### config.mk
export PLATFORM = sky130hd
export DESIGN_NAME = servo_bank_scheduler
export DESIGN_NICKNAME = d
export VERILOG_FILES = /design/src/rtl/servo_bank_scheduler.sv
export SDC_FILE = /design/constraint.sdc
export NUM_CORES = 1
export LEC_CHECK = 0
export ABC_AREA = 1
export CAP_MARGIN = 0
export CELL_PAD_IN_SITES_DETAIL_PLACEMENT = 1
export CELL_PAD_IN_SITES_GLOBAL_PLACEMENT = 1
export CORE_UTILIZATION = 40
export CTS_CLUSTER_SIZE = 25
export DETAILED_ROUTE_END_ITERATION = 8
export PLACE_DENSITY_LB_ADDON = 0.1
export SYNTH_ARGS = -nofsm -noshare
export SYNTH_HDL_FRONTEND = slang
export SYNTH_SLANG_ARGS = --single-unit
### constraint.sdc
create_clock -name CLK -period 2.22 [get_ports CLK]
set_input_delay 0.444 -clock CLK [delete_from_list [all_inputs] [get_ports CLK]]
set_output_delay 0.444 -clock CLK [all_outputs]
set_load 0.01 [all_outputs]
### src/rtl/servo_bank_scheduler.sv
// Shadow/active position banks for a servo PWM generator array, with atomic commit and
// a staggered channel-enable sequencer that limits inrush current.
module servo_bank_scheduler #(
   parameter int unsigned C_NUM_SERVOS                    = 18,
   parameter int unsigned C_PWM_SIZE                      = 8,
   parameter int unsigned C_PWM_MAX_IN                    = 200,
   parameter int unsigned C_PWM_DEFAULT                   = 100,
   parameter int unsigned C_STAGGER_CYCLES                = 1000,
   parameter logic [C_NUM_SERVOS-1:0] C_COMPLEMENT_MASK   = '0,
   // One spare code above N-1 is kept even for power-of-two N so bad indices stay visible.
   localparam int unsigned AW                             = $clog2(C_NUM_SERVOS + 1)
) (
   input  logic                               CLK,
   input  logic                               RST,
   input  logic                               WR_VALID,
   output logic                               WR_READY,
   input  logic [AW-1:0]                      WR_ADDR,
   input  logic [C_PWM_SIZE-1:0]              WR_DATA,
   input  logic                               COMMIT,
   input  logic                               START,
   input  logic                               STOP,
   input  logic                               ERR_CLR,
   output logic [C_NUM_SERVOS*C_PWM_SIZE-1:0] PWM_IN_BUS,
   output logic [C_NUM_SERVOS-1:0]            EN_BUS,
   output logic [C_NUM_SERVOS-1:0]            COMPLEMENT_BUS,
   output logic                               BUSY,
   output logic                               ALL_ENABLED,
   output logic                               ADDR_ERR,
   output logic                               CLAMP_ERR
);

   localparam int unsigned N  = C_NUM_SERVOS;
   localparam int unsigned W  = C_PWM_SIZE;
   localparam int unsigned IW = $clog2(N);
   localparam int unsigned CW = (C_STAGGER_CYCLES > 1) ? $clog2(C_STAGGER_CYCLES) : 1;

   typedef enum logic [1:0] {StIdle, StStagger, StRun} state_e;

   state_e           state_q, state_d;
   logic [CW-1:0]    cnt_q, cnt_d;
   logic [IW-1:0]    idx_q, idx_d;
   logic [N-1:0]     en_q, en_d;
   logic             busy_q, all_q, ready_q, addr_err_q, clamp_err_q;
   logic [W-1:0]     shadow_q [N];
   logic [N*W-1:0]   active_q;

   logic             wr_fire, addr_ok, over;
   logic [IW-1:0]    wr_idx;
   logic [W-1:0]     wr_val;

   assign wr_fire = WR_VALID & ready_q;
   assign addr_ok = (WR_ADDR < AW'(N));
   assign wr_idx  = WR_ADDR[IW-1:0];
   assign over    = (WR_DATA > W'(C_PWM_MAX_IN));
   assign wr_val  = over ? W'(C_PWM_MAX_IN) : WR_DATA;

   always_ff @(posedge CLK) begin
      if (RST) begin
         ready_q     <= 1'b0;
         addr_err_q  <= 1'b0;
         clamp_err_q <= 1'b0;
         for (int k = 0; k < int'(N); k++) begin
            shadow_q[k]           <= W'(C_PWM_DEFAULT);
            active_q[k*W +: W]    <= W'(C_PWM_DEFAULT);
         end
      end else begin
         ready_q     <= 1'b1;
         addr_err_q  <= (addr_err_q & ~ERR_CLR) | (wr_fire & ~addr_ok);
         clamp_err_q <= (clamp_err_q & ~ERR_CLR) | (wr_fire & addr_ok & over);
         // Commit samples the old shadow, so a same-cycle write is left for the next commit.
         if (COMMIT) begin
            for (int k = 0; k < int'(N); k++) active_q[k*W +: W] <= shadow_q[k];
         end
         if (wr_fire && addr_ok) shadow_q[wr_idx] <= wr_val;
      end
   end

   always_ff @(posedge CLK) begin
      if (RST) begin
         state_q <= StIdle;
         cnt_q   <= '0;
         idx_q   <= '0;
         en_q    <= '0;
         busy_q  <= 1'b0;
         all_q   <= 1'b0;
      end else begin
         state_q <= state_d;
         cnt_q   <= cnt_d;
         idx_q   <= idx_d;
         en_q    <= en_d;
         busy_q  <= (state_d == StStagger);
         all_q   <= (state_d == StRun);
      end
   end

   always_comb begin
      state_d = state_q;
      cnt_d   = cnt_q;
      idx_d   = idx_q;
      en_d    = en_q;
      if (STOP) begin
         state_d = StIdle;
         cnt_d   = '0;
         idx_d   = '0;
         en_d    = '0;
      end else begin
         unique case (state_q)
            StIdle: begin
               en_d = '0;
               if (START) begin
                  state_d = StStagger;
                  en_d    = {{(N-1){1'b0}}, 1'b1};
                  idx_d   = IW'(1);
                  cnt_d   = '0;
               end
            end
            StStagger: begin
               if (cnt_q == CW'(C_STAGGER_CYCLES - 1)) begin
                  cnt_d        = '0;
                  en_d[idx_q]  = 1'b1;
                  if (idx_q == IW'(N - 1)) begin
                     state_d = StRun;
                     idx_d   = '0;
                  end else begin
                     idx_d = idx_q + IW'(1);
                  end
               end else begin
                  cnt_d = cnt_q + CW'(1);
               end
            end
            StRun: en_d = '1;
            default: begin
               state_d = StIdle;
               en_d    = '0;
            end
         endcase
      end
   end

   assign WR_READY       = ready_q;
   assign PWM_IN_BUS     = active_q;
   assign EN_BUS         = en_q;
   assign COMPLEMENT_BUS = C_COMPLEMENT_MASK;
   assign BUSY           = busy_q;
   assign ALL_ENABLED    = all_q;
   assign ADDR_ERR       = addr_err_q;
   assign CLAMP_ERR      = clamp_err_q;

endmodule

[Word-level counts from Yosys, hierarchy flattened]
Memory sizes are Yosys's and may differ from the RTL's. A register that Yosys moved wholly into a read port is not among the register bits.
Cells that the tools add are included.
Word-level totals
  memories kept: 1
  word-level logic and storage cells: 70
  memory bits (writable): 144
  bits in registers: 40
Memories
  shadow_q: words 18, bits a word 8, rd ports 18, clocked after Yosys merged registers in 18, wr ports 18, RTL line 44  | logic [W-1:0] shadow_q [N];
Operators by class
  equality and inequality tests: 8
  bitwise logic cells: 11
  multiplexer cells: 27
  magnitude comparators: 4
  add/sub/neg operators: 2
  reduce and logical (&&, ||, !) cells: 8
Operators with widths (number)
  18-bit case mux with 3 select lines: 1
  10-bit two-way mux: 2
  5-bit two-way mux: 4
  10-bit case mux with 2 select lines: 1
  18-bit two-way mux: 1
  18-bit OR: 1
  8-bit two-way mux: 2
  10-bit by 1-bit adder with 10-bit output (second input constant): 1
  10-bit equality test (second input constant): 1
  5-bit case mux with 2 select lines: 1
  1-bit two-way mux: 9
  8-bit greater-than comparator (second input constant): 1
  2-bit two-way mux: 4
  8-bit OR reduction: 1
  1-bit AND: 6
  5-bit by 6-bit < comparator with 1-bit output (second input constant): 1
  2-bit case mux with 3 select lines: 1
  5-bit by 1-bit adder with 5-bit output (second input constant): 1
  1-bit demux with 5-bit select: 1
  5-bit equality test (second input constant): 1
  5-bit by 1-bit >= comparator with 1-bit output (second input constant): 1
  5-bit < comparator (second input constant): 1
  2-bit by 1-bit equality test with 1-bit output (second input constant): 2
  2-bit equality test (second input constant): 2
  9 further kinds: 13

[Depth between registers and ports, before layout]
  word-level depth: 7
  mapped depth: 10
  mapped depth without buffers: 9

[Worst setup path after synthesis]
OpenSTA, ideal clock, no wires.
  path kind: in2reg
  from: in WR_VALID
  to: mem shadow_q[13][0] (netlist bit) (enable)
  required time: 1.891 ns
  path buffers: 0
  arrival: 1.511 ns
  stages on the path: 8
  setup time: 0.329 ns
  setup slack: 0.380 ns
  path through: nand2_1 nor2_2 nand2_1 nor2_1 inv_1 nor2_1 nand2_1 nand2_1
RTL lines
  start: declaration: RTL line 15  | input logic WR_VALID,
  end: declaration: RTL line 44

==> results.toml <==
[critical_path]
slowest_delay_ns = 0.46
arrival_ns = 2.25
path_max_fanout = 8
path_class = "input port to flip-flop"
ff2ff_path_depth = 9
worstSetupStartpointType = "input port"
cp_slowest_cell = "clkdlybuf4s50_1"
r2r_end = "shadow_q[15][0]"
rrSetupSlack_ns = 0.20
crit_chain = "clkdlybuf4s50_1 > nand2_1 > nor2_2 > nand2_1 > nor2_1 > inv_1 > nor2_1 > buf_4 > nand2_1 > nand2_1"
cp.required_ns = 2.39
crit_top_cell = "nand2_1"
r2r-start = "WR_READY"
worstSetupEndpointType = "flip-flop"

[pwr]
ir_worst_vdd_mv = 0.503
power_leakage_nw = 6.60
powerDensity_nw_per_um2 = 830

[synth]
ys_ff_latch = 328
ys_async_sr_fraction = 0
post-synth-top-count-cell = "nor2_1"
synth_edf_count = 144
netlist_area_sq_um = 12300
seq_area_frac_synth = 0.649
yosys-top-cells-count = "nor2_1, nand2_1, dfxtp_1"
avgSynthCellArea_sq_um = 9.24
synthFlopType = "dfxtp_1"
synth_warnings = 0
synthCells = 1336
synthDominantCellAreaShare = 0.350
yosysUniqueCellTypes = 34
yosysTopAreaCell = "edfxtp_1"
synth_area_leaders = "edfxtp_1, dfxtp_1, nor2_1"

[timing]
finalHoldViolCount = 0
fin_crit_sh = 0.936
setup_viol = 0
grt_setup_unrepaired = "false"
maxSlewHeadroom = 0.586
slew_viol_final = 0
finalClockSkew_ns = 0.0111
worst_pin_slew_ns = 0.617
period_needed_ns = 2.08
max_freq_mhz = 481

[cts]
clock_latency_ns = 0.51
tritoncts = "built"
cts_made_buffers = 36
clk_pin_slew_ns = 0.06
cts_sinks = 328
root_buffer = "clkbuf_16"
hold_buffers = 0
htreeDepth = 2
postCtsSetupRepairBufs = 0
cts_buffer_depth = 3
post_cts_resize_count = 0

[floorplan]
start_util = 0.412
die_height_um = 178
dieArea_sq_um = 31600
ioPinCount = 205
die_x_um = 178
core.rowCount = 63
core-area_sq_um = 30000

[drt]
num_vias = 9839
wl_met2_um = 16800
via_per_inst = 4.92
drt_iter0_markers = 488
drt-pass1-iter-count = 5
routed_wl_um = 34500
met3_length_um = 1530
wl_per_cell_um = 17.2
topRoutingLayerUsed = "met4"
ant_nets = 0
drc = 0
wl_met1_um = 15400

[place]
hpwl_um = 23400
dp.cells = 1937
routabilityCongestion = 0.813
io_buffers = 186

[hold_path]
hold_path_end = "PWM_IN_BUS[29]"
min_path_cells = 3
hold_path_startpoint = "COMMIT"
hp-class = "input port to flip-flop"

[finish]
final-instance-count-excl-fill = 2001
area_growth_syn_to_layout_pct = 33.3
antenna_cells = 0
fin_nets = 1610
fill_cells = 3399
fin_util = 0.549
drive_above_1_share = 0.105

[global_route]
grt_max_degree = 72
overflow = 0
antenna_found_initial = 0
grt_use_total = 0.223
grt_pass1_wl_um = 54700
grt_pass1_vias = 10118

[flow_run]
cap_violations = 0

[run_status]
status = "finished, final reports clean"
per-layer routing:
layer,vias up,GRT usage
met5,-,0
met4,0,0.0584
met3,48,0.0371
met2,227,0.383
met1,4774,0.291
li1,4790,-
per-stage QoR:
stage	total power [mW]	worst slack (ns)	area, sq um	TNS (ns)	hold slack (ns)
global placement	7.89	-0.284	15300	-36.40	0.438
CTS	13.8	0.173	16400	0	0.368
detailed placement	7.92	-0.321	15300	-46.45	0.443
finish	13.6	0.141	16400	0	0.392
global route	14.2	0.0565	16400	0	0.421
floorplan	7.28	0.380	12400	0	0.431
kinds of logic (layout without fill, tap and decap cells):
logic type,after synthesis,after routing,share of synthesized area
compound gates,153,153,0.0636
xor+xnor,1,1,0.000710
fa+ha+maj,5,5,0.00507
buf+inv,159,417,0.0562
flops,328,328,0.649
other cells,1,18,0.000304
simple gates,689,689,0.225
cell usage in the layout, fill, tap and decap left out, types with 3 or more instances in the layout:
cell type,synthesis,layout
nor2_1,315,315
nand2_1,272,272
clkdlybuf4s50_1,0,185
dfxtp_1,184,184
edfxtp_1,144,144
o21ai_0,109,109
nand3_1,75,75
buf_4,21,72
inv_1,64,63
clkbuf_16,0,39
a21oi_1,37,37
buf_12,0,20
conb_1,1,18
nand4_1,11,11
inv_2,11,10
clkinv_1,1,7
clkbuf_1,50,7
clkbuf_8,0,6
ha_1,5,5
nor2_2,4,4
clkinv_2,0,4
nand2_2,3,3
power by group:
part	total, mW	switching [mW]	internal (mW)
combinational	1.13	0.615	0.517
clock	5.86	2.36	3.50
sequential	6.65	0.127	6.53
total	13.6	3.10	10.5
worst max path at each step:
| stage | startpoint | endpoint | slack (ns) | depth (start not counted) |
|---|---|---|---|---|
| floorplan | WR_VALID | shadow_q[13][0] | 0.38 | 8 |
| global route | WR_VALID | shadow_q[15][0] | 0.06 | 10 |
| detailed placement | WR_VALID | shadow_q[14][6] | -0.32 | 10 |
| CTS | WR_VALID | shadow_q[15][0] | 0.17 | 10 |
| finish | WR_VALID | shadow_q[15][0] | 0.14 | 10 |
| global placement | WR_VALID | shadow_q[14][6] | -0.28 | 10 |
sequential cells by signal (all words and copies together) (netlist names):
name         count
BUSY             1
idx_q            5
EN_BUS          18
ADDR_ERR         1
state_q          2
PWM_IN_BUS     144
shadow_q       144
ALL_ENABLED      1
WR_READY         1
CLAMP_ERR        1
cnt_q           10
final cells by class:
class                      instances  area [sq um]  share of cell area
clock buffer                      52          1080              0.0660
clock inverter                    12          80.1             0.00487
inverter                          76           290              0.0177
multi-input combinational        866          3700               0.225
sequential                       328          8010               0.487
tap                              390           488              0.0297
timing repair buffer             277          2790               0.170
critical path: cells and delay by family:
family / cells / cell delay [ns]
AND/OR/NAND/NOR: 7 / 1.15
buffers and inverters: 3 / 0.66
(Power assumes the default switching activity.)
